### src/rtl/micro_alpha_veryl_shift_sequencer.sv
// micro_alpha_veryl_shift_sequencer
//
// Multi-cycle controller in front of the single-bit shifter. It takes a
// request for N shift steps and drives the shifter once per cycle. The
// shifter's out/cout are fed back into an accumulator until the count runs
// out. The final word and carry are then presented with a one-cycle done
// pulse. Non-shift shifter operations (EXTENSION, SWAP, NOP) make exactly
// one pass through the shifter.
//
// The operation encoding matches shifter_operation_t of the shifter:
//   0 NOP, 1 LEFT_LOGICALLY, 2 RIGHT_LOGICALLY, 3 LEFT_ARITHMETICALLY,
//   4 RIGHT_ARITHMETICALLY, 5 EXTENSION, 6 SWAP.

module micro_alpha_veryl_shift_sequencer #(
    parameter int unsigned WIDTH       = 16,
    parameter int unsigned COUNT_WIDTH = 4
) (
    input  logic                   clk,
    input  logic                   rst,
    input  logic                   start,
    output logic                   ready,
    output logic                   busy,
    input  logic [2:0]             operation,
    input  logic [WIDTH-1:0]       data_in,
    input  logic [COUNT_WIDTH-1:0] count,
    input  logic                   fill,
    output logic                   done,
    output logic [WIDTH-1:0]       result,
    output logic                   carry,
    output logic [2:0]             sh_operation,
    output logic [WIDTH-1:0]       sh_in,
    output logic                   sh_cin,
    input  logic [WIDTH-1:0]       sh_out,
    input  logic                   sh_cout
);

    // Shifter operation codes
    localparam logic [2:0] OP_NOP                  = 3'd0;
    localparam logic [2:0] OP_LEFT_LOGICALLY       = 3'd1;
    localparam logic [2:0] OP_RIGHT_LOGICALLY      = 3'd2;
    localparam logic [2:0] OP_LEFT_ARITHMETICALLY  = 3'd3;
    localparam logic [2:0] OP_RIGHT_ARITHMETICALLY = 3'd4;

    // Sequencer states
    localparam logic [1:0] ST_IDLE  = 2'd0;
    localparam logic [1:0] ST_SHIFT = 2'd1;
    localparam logic [1:0] ST_DONE  = 2'd2;

    localparam logic [COUNT_WIDTH-1:0] CNT_ONE = COUNT_WIDTH'(1);

    // Registered state
    logic [1:0]             state_q,     state_d;
    logic [WIDTH-1:0]       acc_q,       acc_d;
    logic [COUNT_WIDTH-1:0] remaining_q, remaining_d;
    logic [WIDTH-1:0]       result_q,    result_d;
    logic                   carry_q,     carry_d;
    logic [2:0]             op_q,        op_d;
    logic                   fill_q,      fill_d;

    // True for the four real shift operations, which honour the count
    function automatic logic is_shift_op(input logic [2:0] op);
        return (op == OP_LEFT_LOGICALLY)      ||
               (op == OP_RIGHT_LOGICALLY)     ||
               (op == OP_LEFT_ARITHMETICALLY) ||
               (op == OP_RIGHT_ARITHMETICALLY);
    endfunction

    // Next-state logic: request acceptance, per-step accumulation, completion
    always_comb begin
        state_d     = state_q;
        acc_d       = acc_q;
        remaining_d = remaining_q;
        result_d    = result_q;
        carry_d     = carry_q;
        op_d        = op_q;
        fill_d      = fill_q;

        case (state_q)
            ST_IDLE: begin
                if (start) begin
                    acc_d  = data_in;
                    op_d   = operation;
                    fill_d = fill;
                    if (is_shift_op(operation)) begin
                        if (count != '0) begin
                            remaining_d = count;
                            state_d     = ST_SHIFT;
                        end else begin
                            // Zero-length shift: no shifter pass, publish the
                            // operand directly with a clear carry.
                            remaining_d = '0;
                            result_d    = data_in;
                            carry_d     = 1'b0;
                            state_d     = ST_DONE;
                        end
                    end else begin
                        remaining_d = CNT_ONE;
                        state_d     = ST_SHIFT;
                    end
                end
            end

            ST_SHIFT: begin
                acc_d = sh_out;
                if (remaining_q != '0) begin
                    remaining_d = remaining_q - CNT_ONE;
                end
                // The last step (or an impossible zero count) completes the
                // request; the counter saturates at zero instead of wrapping.
                if (remaining_q <= CNT_ONE) begin
                    result_d = sh_out;
                    carry_d  = sh_cout;
                    state_d  = ST_DONE;
                end
            end

            ST_DONE: begin
                state_d = ST_IDLE;
            end

            default: begin
                state_d = ST_IDLE;
            end
        endcase
    end

    // State registers with asynchronous active-low reset
    always_ff @(posedge clk or negedge rst) begin
        if (!rst) begin
            state_q     <= ST_IDLE;
            acc_q       <= '0;
            remaining_q <= '0;
            result_q    <= '0;
            carry_q     <= 1'b0;
            op_q        <= OP_NOP;
            fill_q      <= 1'b0;
        end else begin
            state_q     <= state_d;
            acc_q       <= acc_d;
            remaining_q <= remaining_d;
            result_q    <= result_d;
            carry_q     <= carry_d;
            op_q        <= op_d;
            fill_q      <= fill_d;
        end
    end

    // Status outputs and shifter drive; the shifter is held quiescent
    // whenever no step is in progress.
    always_comb begin
        ready        = (state_q == ST_IDLE);
        busy         = (state_q == ST_SHIFT) || (state_q == ST_DONE);
        done         = (state_q == ST_DONE);
        result       = result_q;
        carry        = carry_q;
        sh_operation = OP_NOP;
        sh_in        = '0;
        sh_cin       = 1'b0;
        if (state_q == ST_SHIFT) begin
            sh_operation = op_q;
            sh_in        = acc_q;
            sh_cin       = fill_q;
        end
    end

endmodule

### config.mk
export PLATFORM = sky130hd
export DESIGN_NAME = micro_alpha_veryl_shift_sequencer
export DESIGN_NICKNAME = d
export VERILOG_FILES = /design/src/rtl/micro_alpha_veryl_shift_sequencer.sv
export SDC_FILE = /design/constraint.sdc
export NUM_CORES = 1
export LEC_CHECK = 0
export ABC_AREA = 0
export BUFFER_PORTS_ARGS = -buffer_cell sky130_fd_sc_hd__buf_2
export CAP_MARGIN = 10
export CORE_MARGIN = 2
export CORE_UTILIZATION = 46
export DETAILED_ROUTE_END_ITERATION = 8
export GPL_ROUTABILITY_DRIVEN = 0
export PLACE_DENSITY_LB_ADDON = 0.3
export REMOVE_ABC_BUFFERS = 1
export SLEW_MARGIN = 20
export SYNTH_ARGS = -nofsm -noshare
export SYNTH_HDL_FRONTEND = slang
export SYNTH_SLANG_ARGS = --single-unit
### constraint.sdc
create_clock -name clk -period 3.2 [get_ports clk]
set_input_delay 0.32 -clock clk [delete_from_list [all_inputs] [get_ports clk]]
set_output_delay 0.32 -clock clk [all_outputs]
set_load 0.01 [all_outputs]
==> results.json <==
{
  "drv_cap": 0,
  "final_common_cell": "buf_2",
  "synth_seq_cells": 43,
  "cts_hold_buf": 0,
  "leakage_uw": 0.00141,
  "overflow": 0,
  "clock_latency_ns": 0.30,
  "numCtsBuffers": 5,
  "grt_use_total": 0.177,
  "row_count": 25,
  "pin_count": 84,
  "grt_pass1_wl_mm": 7.21,
  "first_iter_violations": 90,
  "crit_required_ns": 3.38,
  "final_cell_mix": "buf_2 (83), mux2_2 (43), dfrtp_1 (43)",
  "core_area_um2": 4720,
  "clock-sinks": 43,
  "ys_types": 33,
  "nNetsFinal": 308,
  "cts-root-buf": "clkbuf_8",
  "die-area_um2": 5450,
  "period_needed_ns": 2.24,
  "syn-cell-area_um2": 2240,
  "avgSynthCellArea_um2": 12.8,
  "cp.arrival_ns": 2.43,
  "final.setup.tns_ns": 0,
  "p_per_area_nw_per_um2": 1010,
  "synth_top_area_cell": "dfrtp_1",
  "antenna_left": 0,
  "maxSlewViolCount": 0,
  "cp-end-kind": "flip-flop",
  "synth.area.top_cells": "dfrtp_1 (48%), mux2_2 (22%), and2_1 (5.6%), mux2_4 (5.4%), ha_1 (3.4%)",
  "first_global_vias": 1569,
  "initial_core_util": 0.474,
  "worstMarginPinSlew_ns": 0.922,
  "wl_per_cell_um": 13.8,
  "postCtsSetupBuffers": 0,
  "cts_tree": "built",
  "clk_pin_slew_ns": 0.09,
  "ir_drop_v": 0.000435,
  "die_h_um": 73.8,
  "synthDominantCellAreaShare": 0.480,
  "antenna_cells": 0,
  "max_stage_delay_ns": 0.56,
  "io_buffers": 83,
  "min-delay-path-class": "in2async",
  "ctsResizeCount": 0,
  "die_x_um": 73.8,
  "post-dp-hpwl_mm": 3.30,
  "rsz0062_at_grt": "false",
  "crit_type": "reg2reg",
  "firstDrtPassIters": 4,
  "synth_warnings": 0,
  "final_util": 0.601,
  "hold_viol": 0,
  "crit_fanout": 23,
  "htree_levels": 2,
  "cpLargestDelayFamily": "multiplexers",
  "path_buf_inv": 1,
  "pre_cts_ws_ns": 0.935,
  "skew_ns": 0.0104,
  "status": "finished, final reports clean",
  "antenna_found_initial": 0,
  "layout-drive-gt1-share": 0.571,
  "vias": 1586,
  "n_fill_cell": 402,
  "period_share": 0.701,
  "setup_slack_ns": 0.956,
  "cp_cell_sequence": "inv_1 -> ha_1 -> mux2_2 -> nand3b_4 -> mux2_4",
  "area_growth_syn_to_layout_pct": 26.6,
  "start_kind": "flip-flop",
  "drt_wl_total_mm": 4.50,
  "drcViolationCount": 0,
  "grt_max_degree": 47,
  "crit_slowest_cell": "mux2_2",
  "clockBufferDepth": 2,
  "max_freq_ghz": 0.446,
  "setup_viol": 0,
  "slew_headroom": 0.386,
  "syn_inst": 175,
  "viasPerCell": 4.87,
  "ys_seq_area_frac": 0.480
}
Yosys cell counts:
master / number
a41o_1: 2
a21oi_1: 4
clkbuf_1: 3
nand3_1: 1
ha_1: 6
o2bb2ai_1: 1
nor2b_1: 1
a211oi_1: 2
o31ai_4: 1
xor2_1: 1
nand3b_4: 1
and2_1: 20
or3_1: 1
nand2_1: 3
a311oi_1: 1
nor3_1: 1
nand4_1: 1
o21ai_0: 2
a31o_2: 1
nor2_1: 7
a31oi_1: 2
dfrtp_1: 43
mux2i_1: 2
nand2b_1: 1
nor4_2: 1
inv_1: 7
o31a_1: 1
a22oi_1: 1
mux2_2: 43
and2_2: 1
mux2_4: 8
buf_2: 4
buf_12: 1
routing by layer:
layer,vias to the layer above,part of all wire,track usage
met4,0,0.012,0.0566
met2,40,0.50,0.299
met3,6,0.050,0.0549
met1,764,0.44,0.216
met5,-,0,0
li1,776,-,-
final timing paths:
path / startpoint / endpoint / depth (start not counted) / slack (ns)
min in group clk: fill / fill_q$_DFFE_PN0P_ / 2 / 0.26
worst max-delay path: state_q[0]$_DFFE_PN0P_ / result[15]$_DFFE_PN0P_ / 5 / 0.96
max in group asynchronous: rst / state_q[0]$_DFFE_PN0P_ / 1 / 2.47
worst min register to register: op_q[1]$_DFFE_PN0P_ / op_q[1]$_DFFE_PN0P_ / 1 / 0.51
worst max register to register: state_q[0]$_DFFE_PN0P_ / result[15]$_DFFE_PN0P_ / 5 / 0.96
worst min-delay path: rst / result[1]$_DFFE_PN0P_ / 1 / 0.15
metrics by stage:
| stage | instances | instance area (µm²) | total power, µW | hold slack [ns] |
|---|---|---|---|---|
| 5_1_grt | 326 | 2840 | 3080 | 0.226 |
| 4_1_cts | 326 | 2840 | 2900 | 0.182 |
| 2_1_floorplan | 167 | 2190 | 1940 | 0.0244 |
| 3_5_place_dp | 318 | 2700 | 2390 | 0.488 |
| 6_report | 326 | 2840 | 2870 | 0.149 |
| 3_3_place_gp | 318 | 2700 | 2350 | 0.480 |
cell families after synthesis:
family                     count (synthesis)  synth area share
adders and majority gates                  6            0.0335
buffers and inverters                     15            0.0346
and+or+nand+nor                           39             0.106
AOI/OAI and AO/OA                         18            0.0631
muxes                                     53             0.279
xor gates and xnor gates                   1           0.00391
DFF                                       43             0.480
where the power goes:
part | switching (µW) | internal (µW)
clock network | 194 | 317
registers | 161 | 823
logic | 651 | 725
total | 1010 | 1870
cell type report:
cell class,instances,area (µm²),share of cell area
Multi-Input combinational cell,117,1090,0.383
Sequential cell,43,1080,0.379
Timing Repair Buffer,84,423,0.149
Tap cell,67,83.8,0.0296
Clock inverter,3,71.3,0.0251
Clock buffer,5,68.8,0.0243
Inverter,7,26.3,0.00926
registers in the layout (all words and copies together), names as in the netlist:
| register | flops |
|---|---|
| state_q | 2 |
| carry | 1 |
| fill_q | 1 |
| remaining_q | 4 |
| op_q | 3 |
| acc_q | 16 |
| result | 16 |
No activity file was read; power rests on OpenSTA's default activity.
